File: config.mk
export PLATFORM = sky130hd
export DESIGN_NAME = ram_dp_sync_flat
export DESIGN_NICKNAME = d
export VERILOG_FILES = /design/src/rtl/ram_dp_sync_if.sv /design/src/rtl/ram_dp_sync.sv /design/src/flat_wrapper.sv
export SDC_FILE = /design/constraint.sdc
export NUM_CORES = 1
export LEC_CHECK = 0
export ABC_AREA = 1
export CORE_AREA = 2 2 82 143
export CTS_BUF_LIST = sky130_fd_sc_hd__clkbuf_8
export DETAILED_ROUTE_END_ITERATION = 10
export DIE_AREA = 0 0 84 145
export PLACE_DENSITY = 0.73
export SYNTH_ARGS = -nofsm -noshare
export SYNTH_HDL_FRONTEND = slang
export SYNTH_SLANG_ARGS = --single-unit
export TNS_END_PERCENT = 100
File: constraint.sdc
create_clock -name clk -period 4.7 [get_ports clk]
set_input_delay 1.175 -clock clk [delete_from_list [all_inputs] [get_ports clk]]
set_output_delay 1.175 -clock clk [all_outputs]
set_load 0.005 [all_outputs]
File: src/rtl/ram_dp_sync_if.sv
// ram_dp_sync_if: write/read port bundle for ram_dp_sync
interface ram_dp_sync_if #(
  parameter int DATA_W = 8,
  parameter int ADDR_W = 4
);
  logic              wr_en;
  logic [ADDR_W-1:0] wr_addr;
  logic [DATA_W-1:0] wr_data;
  logic              rd_en;
  logic [ADDR_W-1:0] rd_addr;
  logic [DATA_W-1:0] rd_data;
  logic              rd_valid;
  logic              busy;
  modport master (
    output wr_en, wr_addr, wr_data, rd_en, rd_addr,
    input  rd_data, rd_valid, busy
  );
  modport slave (
    input  wr_en, wr_addr, wr_data, rd_en, rd_addr,
    output rd_data, rd_valid, busy
  );
endinterface

File: src/rtl/ram_dp_sync.sv
// ram_dp_sync: simple dual-port RAM with registered read, RDW policy, optional output stage and post-reset clear
module ram_dp_sync #(
  parameter int DATA_W       = 8,
  parameter int ADDR_W       = 4,
  parameter int RDW_MODE     = 0,
  parameter int OUT_REG      = 0,
  parameter int CLEAR_ON_RST = 1
) (
  input  logic          clk,
  input  logic          rst,
  ram_dp_sync_if.slave  bus
);
  localparam int DEPTH = 2 ** ADDR_W;
  localparam logic [0:0] ST_IDLE  = 1'b0;
  localparam logic [0:0] ST_CLEAR = 1'b1;
  logic [DATA_W-1:0] mem [DEPTH];
  logic [0:0]        state_q, state_d;
  logic [ADDR_W-1:0] clr_addr_q, clr_addr_d;
  logic              s1_valid_q, s1_valid_d;
  logic [DATA_W-1:0] s1_data_q, s1_data_d;
  logic              out_valid_q, out_valid_d;
  logic [DATA_W-1:0] out_data_q, out_data_d;
  logic              busy, rd_go, mem_we;
  logic [ADDR_W-1:0] mem_waddr;
  logic [DATA_W-1:0] mem_wdata, rd_word;
  // The clear sequencer owns the write port while busy; user strobes are dropped
  always_comb begin
    busy        = state_q == ST_CLEAR;
    rd_go       = bus.rd_en && !busy;
    mem_we      = busy || bus.wr_en;
    mem_waddr   = busy ? clr_addr_q : bus.wr_addr;
    mem_wdata   = busy ? '0 : bus.wr_data;
    rd_word     = (RDW_MODE != 0 && bus.wr_en && bus.wr_addr == bus.rd_addr) ? bus.wr_data : mem[bus.rd_addr];
    clr_addr_d  = busy ? clr_addr_q + ADDR_W'(1) : clr_addr_q;
    state_d     = (busy && &clr_addr_q) ? ST_IDLE : state_q;
    s1_valid_d  = rd_go;
    s1_data_d   = rd_go ? rd_word : s1_data_q;
    out_valid_d = s1_valid_q;
    out_data_d  = s1_valid_q ? s1_data_q : out_data_q;
  end
  always_ff @(posedge clk)
    if (!rst && mem_we) mem[mem_waddr] <= mem_wdata;
  always_ff @(posedge clk)
    if (rst) begin
      state_q     <= CLEAR_ON_RST != 0 ? ST_CLEAR : ST_IDLE;
      clr_addr_q  <= '0;
      s1_valid_q  <= 1'b0;
      s1_data_q   <= '0;
      out_valid_q <= 1'b0;
      out_data_q  <= '0;
    end else begin
      state_q     <= state_d;
      clr_addr_q  <= clr_addr_d;
      s1_valid_q  <= s1_valid_d;
      s1_data_q   <= s1_data_d;
      out_valid_q <= out_valid_d;
      out_data_q  <= out_data_d;
    end
  assign bus.rd_valid = OUT_REG != 0 ? out_valid_q : s1_valid_q;
  assign bus.rd_data  = OUT_REG != 0 ? out_data_q : s1_data_q;
  assign bus.busy     = busy;
endmodule

File: src/flat_wrapper.sv
// flat-port wrapper written by rule: the top's interface ports become plain ports
module ram_dp_sync_flat 
#(
  parameter int DATA_W       = 8,
  parameter int ADDR_W       = 4,
  parameter int RDW_MODE     = 0,
  parameter int OUT_REG      = 0,
  parameter int CLEAR_ON_RST = 1
)
  (clk, rst, bus_wr_en, bus_wr_addr, bus_wr_data, bus_rd_en, bus_rd_addr, bus_rd_data, bus_rd_valid, bus_busy);
  ram_dp_sync_if #(.DATA_W(DATA_W), .ADDR_W(ADDR_W)) bus_i ();
  input  logic clk;
  input  logic rst;
  input wire logic [$bits(bus_i.wr_en)-1:0] bus_wr_en;
  input wire logic [$bits(bus_i.wr_addr)-1:0] bus_wr_addr;
  input wire logic [$bits(bus_i.wr_data)-1:0] bus_wr_data;
  input wire logic [$bits(bus_i.rd_en)-1:0] bus_rd_en;
  input wire logic [$bits(bus_i.rd_addr)-1:0] bus_rd_addr;
  output wire logic [$bits(bus_i.rd_data)-1:0] bus_rd_data;
  output wire logic [$bits(bus_i.rd_valid)-1:0] bus_rd_valid;
  output wire logic [$bits(bus_i.busy)-1:0] bus_busy;
  assign bus_i.wr_en = bus_wr_en;
  assign bus_i.wr_addr = bus_wr_addr;
  assign bus_i.wr_data = bus_wr_data;
  assign bus_i.rd_en = bus_rd_en;
  assign bus_i.rd_addr = bus_rd_addr;
  assign bus_rd_data = bus_i.rd_data;
  assign bus_rd_valid = bus_i.rd_valid;
  assign bus_busy = bus_i.busy;
  ram_dp_sync #(.DATA_W(DATA_W), .ADDR_W(ADDR_W), .RDW_MODE(RDW_MODE), .OUT_REG(OUT_REG), .CLEAR_ON_RST(CLEAR_ON_RST)) u_core (.clk(clk), .rst(rst), .bus(bus_i));
endmodule
== After elaboration in Yosys (flattened, before gate mapping) ==
Memories as Yosys holds them, arrays and structs flattened. A register that Yosys moved wholly into a read port is not among the register bits.
Cells that the tools add are included.
Word-level totals
  output and inout bits: 10
  input port bits: 20
  RAM bits: 128
  bits in registers: 6
  memories kept: 1
  logic and storage cells: 16
Memories
  u_core.mem: depth 16, width 8, rd ports 1, clocked after memory_dff 1, wr ports 1, RTL line ram_dp_sync.sv:16  | logic [DATA_W-1:0] mem [DEPTH];
Operators by class
  muxes and demuxes: 4
  add/sub/neg operators: 1
  reductions and logical operators: 7
Operators with widths (number)
  $mux W8: 1
  $add A4 B1 Y4 const B: 1
  $mux W4: 1
  $reduce_and A4 Y1: 1
  $logic_and A1 B1 Y1: 3
  $logic_not A1 Y1: 2
  $mux W1: 2
  $logic_or A1 B1 Y1: 1

== Depth between registers and ports, before layout ==
  depth in word-level cells: 4
  mapped depth: 10
  depth with buffers taken out: 9

== Least setup slack after synthesis ==
Ideal clock, no wire load.
  path type: input to register
  start: in bus_wr_en
  end: mem u_core.mem[11][0] (enable)
  required time: 4330 ps
  setup time: 370 ps
  slack: 2372 ps
  path buffers: 0
  stages on the path: 4
  arrival time: 1958 ps
  cells stage by stage: nor2_1 nor2_1 nand4_1 nor2_1
Between the ends
  cells in the longest elaborated chain, start to end: 4
RTL lines
  start, declared: RTL line flat_wrapper.sv:14  | input wire logic [$bits(bus_i.wr_en)-1:0] bus_wr_en;
  $logic_or A1 B1 Y1: RTL line ram_dp_sync.sv:30  | mem_we = busy || bus.wr_en;
  $logic_and A1 B1 Y1: RTL line ram_dp_sync.sv:42  | if (!rst && mem_we) mem[mem_waddr] <= mem_wdata;
  $mux W1: RTL line ram_dp_sync.sv:42
  $mux W1 (implied by the code): RTL line ram_dp_sync.sv:42
  end, declared: RTL line ram_dp_sync.sv:16
No other way between the ends.

== Worst setup path in the final report ==
  start: reg u_core.state_q (netlist: u_core.bus.busy)
  end: out bus_busy
RTL lines
  start, declared: RTL line ram_dp_sync.sv:17  | logic [0:0] state_q, state_d;
  start signal, assigned: RTL line ram_dp_sync.sv:45  | state_q <= CLEAR_ON_RST != 0 ? ST_CLEAR : ST_IDLE;
  start signal, assigned: RTL line ram_dp_sync.sv:52  | state_q <= state_d;
  end, declared: RTL line flat_wrapper.sv:21  | output wire logic [$bits(bus_i.busy)-1:0] bus_busy;
No word-level cell between the ends.

==> flow_summary_export.csv <==
group,metric,value,unit
outcome,status,"complete, no violations",
timing,slew_violations,0,
place,dp_hpwl,9280,um
clock_tree,cts_buffers,17,
route,ant_nets,0,
floorplanning,chipWidth,84,um
synthesis,synth.distinct_cells,18,
global_route,antenna_found_initial,0,
synthesis,synthFlopType,"edfxtp_1",
floorplanning,pin_count,30,
place,gp_congestion,0.870,
synthesis,synth_nets,568,
timing,final.setup.tns,0,ns
critical_path,cp_max_fo,19,
clock_tree,clk_pin_slew_worst_paths,0.08,ns
global_route,grt_pass1_vias,4122,
global_route,grt_overflow,0,
power_and_ir_drop,sw_frac_of_total,0.229,
clock_tree,clk_latency,0.45,ns
critical_path,path_buf_inv,1,
clock_tree,ctsResizeCount,0,
power_and_ir_drop,ir_drop,0.442,mV
clock_tree,htreeDepth,4,
power_and_ir_drop,seq_power_share,0.540,
timing,grt_setup_unrepaired,"false",
timing,hold_violations,0,
hold_path,hold_class,"flip-flop to flip-flop",
synthesis,synth_enable_flop_cells,128,
timing,worst_pin_slew,1.02,ns
critical_path,crit_path_max_incr_delay,0.78,ns
route,num_vias,4024,
timing,finalCritPeriodShare,0.644,
synthesis,seq_area_frac_synth,0.694,
synthesis,synth_common_cells,"nand2_1, edfxtp_1, nand3_1",
global_route,grtUsageTotal,0.240,
synthesis,yosysWarnings,0,
cells_and_area,num-fill-cells,898,
synthesis,syn_area,5940,um^2
power_and_ir_drop,p_sw,0.584,mW
clock_tree,clock-sinks,142,
synthesis,async_flop_share,0,
floorplanning,die_h,145,um
timing,fmax,330,MHz
floorplanning,core_area,11000,um^2
route,firstDrtPassIters,5,
synthesis,yosysMostFrequentCell,"nand2_1",
run,max_cap_viol_count,0,
power_and_ir_drop,p_int,1.97,mW
timing,skew,0.0115,ns
power_and_ir_drop,powerDensity,384,nW/um^2
clock_tree,postCtsSetupBuffers,0,
critical_path,crit_type,"flip-flop to output pin",
power_and_ir_drop,pwr-share-clk,0.405,
route,drt_iter0_markers,274,
cells_and_area,fin_cells,717,
clock_tree,cts_hold_buf,0,
timing,setup_viol,0,
cells_and_area,insertedDiodeCount,0,
critical_path,crit_family,"flip-flops",
floorplanning,floorplan.initialDensity,0.538,
place,port_buffers,29,
critical_path,start_kind,"flip-flop",
route,wl_per_cell,19.8,um
floorplanning,num_rows,51,
cells_and_area,drive_above_1_share,0.0803,
power_and_ir_drop,p_leak,2.53,nW
critical_path,crit_chain,"clkdlybuf4s50_1",
timing,maxSlewHeadroom,0.318,
synthesis,syn_inst,547,
clock_tree,cts_buffer_depth,2,
floorplanning,dieArea,12200,um^2
place,dpl.cell_count,685,
synthesis,yosys.area.top_type,"edfxtp_1",
route,wl,14200,um
synthesis,syn_avg_cell_area,10.9,um^2
route,drc,0,
critical_path,cp.arrival,1.85,ns
critical_path,cp.required,3.52,ns
global_route,grt_first_pass_wirelength,21300,um
synthesis,synth_top_area_share,0.647,
power_and_ir_drop,power.share.combinational,0.055,
route,vias_per_cell,5.61,
power_and_ir_drop,power,2.55,mW
synthesis,synth_area_leaders,"edfxtp_1, nand2_1, nand3_1",
cells_and_area,area_growth,11.6,%
clock_tree,cts_tree,"built",
critical_path,cp_slowest_cell,"dfxtp_1",
critical_path,end_kind,"output pin",
cells_and_area,nets,593,
clock_tree,cts-root-buf,"clkbuf_8",
timing,fin_crit,3.03,ns
global_route,grt_max_degree,65,
synthesis,synth-seq-cells,142,
cells by family (layout without fill, tap and decap cells):
family | Yosys count | count (layout) | synth area share
buffers and inverters | 55 | 93 | 0.0579
and+or+nand+nor | 341 | 341 | 0.239
AOI/OAI and AO/OA | 8 | 8 | 0.00716
adders and majority gates | 1 | 1 | 0.00210
DFF | 142 | 142 | 0.694
path summary, 6_finish.rpt:
path / start / to / slack, ns / cells past startpoint
worst max-delay path: u_core.bus.busy$_SDFFE_PP1P_ / bus_busy / 1.67 / 1
worst min-delay path: u_core.clr_addr_q[3]$_SDFFE_PP0P_ / u_core.clr_addr_q[3]$_SDFFE_PP0P_ / 0.48 / 2
worst min register to register: u_core.clr_addr_q[3]$_SDFFE_PP0P_ / u_core.clr_addr_q[3]$_SDFFE_PP0P_ / 0.48 / 2
worst max register to register: u_core.bus.busy$_SDFFE_PP1P_ / u_core.mem[8][0]$_DFFE_PP_ / 2.08 / 6
layer usage:
metal  part of all wire  routed length (um)  GRT usage  up-vias
met4              0.065                 920      0.161        0
met1               0.34                4820      0.244     1905
li1                   -                   -          -     1904
met5                  0                   0          0        -
met3              0.055                 783     0.0489       57
met2               0.54                7660      0.432      158
state kept, by name (all words and copies together) (netlist names):
| signal | flops |
|---|---|
| u_core.mem | 128 |
| u_core.clr_addr_q | 4 |
| u_core.bus.rd_valid | 1 |
| u_core.bus.busy | 1 |
| u_core.bus.rd_data | 8 |
metrics by stage:
| step | hold slack [ns] | cell area (um^2) | util | worst slack [ns] |
|---|---|---|---|---|
| 6_report | 0.480 | 6630 | 0.601 | 1.67 |
| 5_1_grt | 0.505 | 6630 | 0.601 | 1.57 |
| 4_1_cts | 0.486 | 6630 | 0.601 | 1.66 |
| 3_5_place_dp | 0.473 | 6200 | 0.562 | 1.22 |
| 3_3_place_gp | 0.452 | 6200 | 0.562 | 1.32 |
| 2_1_floorplan | 0.439 | 5940 | - | 2.37 |
cell usage in the layout (no fill, tap or decap), drive strengths merged:
cell type,Yosys,routed
clkbuf,1,18
buf,27,6
nor3,1,1
and3,1,1
nand3,105,105
o21ai,4,4
o211ai,1,1
dfxtp,14,14
clkdlybuf4s50,0,28
nor2,51,51
edfxtp,128,128
a21oi,3,3
nand4,2,2
nand2,181,181
clkinv,0,3
clkinvlp,0,4
bufinv,0,3
ha,1,1
inv,27,31
power by group through the flow:
stage / sequential, mW / clock (mW) / combinational (mW)
6_report: 1.38 / 1.03 / 0.141
3_5_place_dp: 1.41 / 0 / 0.139
4_1_cts: 1.38 / 1.04 / 0.140
3_3_place_gp: 1.40 / 0 / 0.135
5_1_grt: 1.38 / 1.09 / 0.155
2_1_floorplan: 1.40 / 0 / 0.102
final cells by class:
cell class	instances	area, um^2	share of cell area
well taps	132	165	0.0249
clock buffers	18	248	0.0374
repair buffers	34	323	0.0487
clock inverters	14	184	0.0277
flip-flops and latches	142	4120	0.622
multi-input cells	350	1490	0.224
inverters	27	101	0.0153
Note: power is estimated with default switching activity, not from simulation.
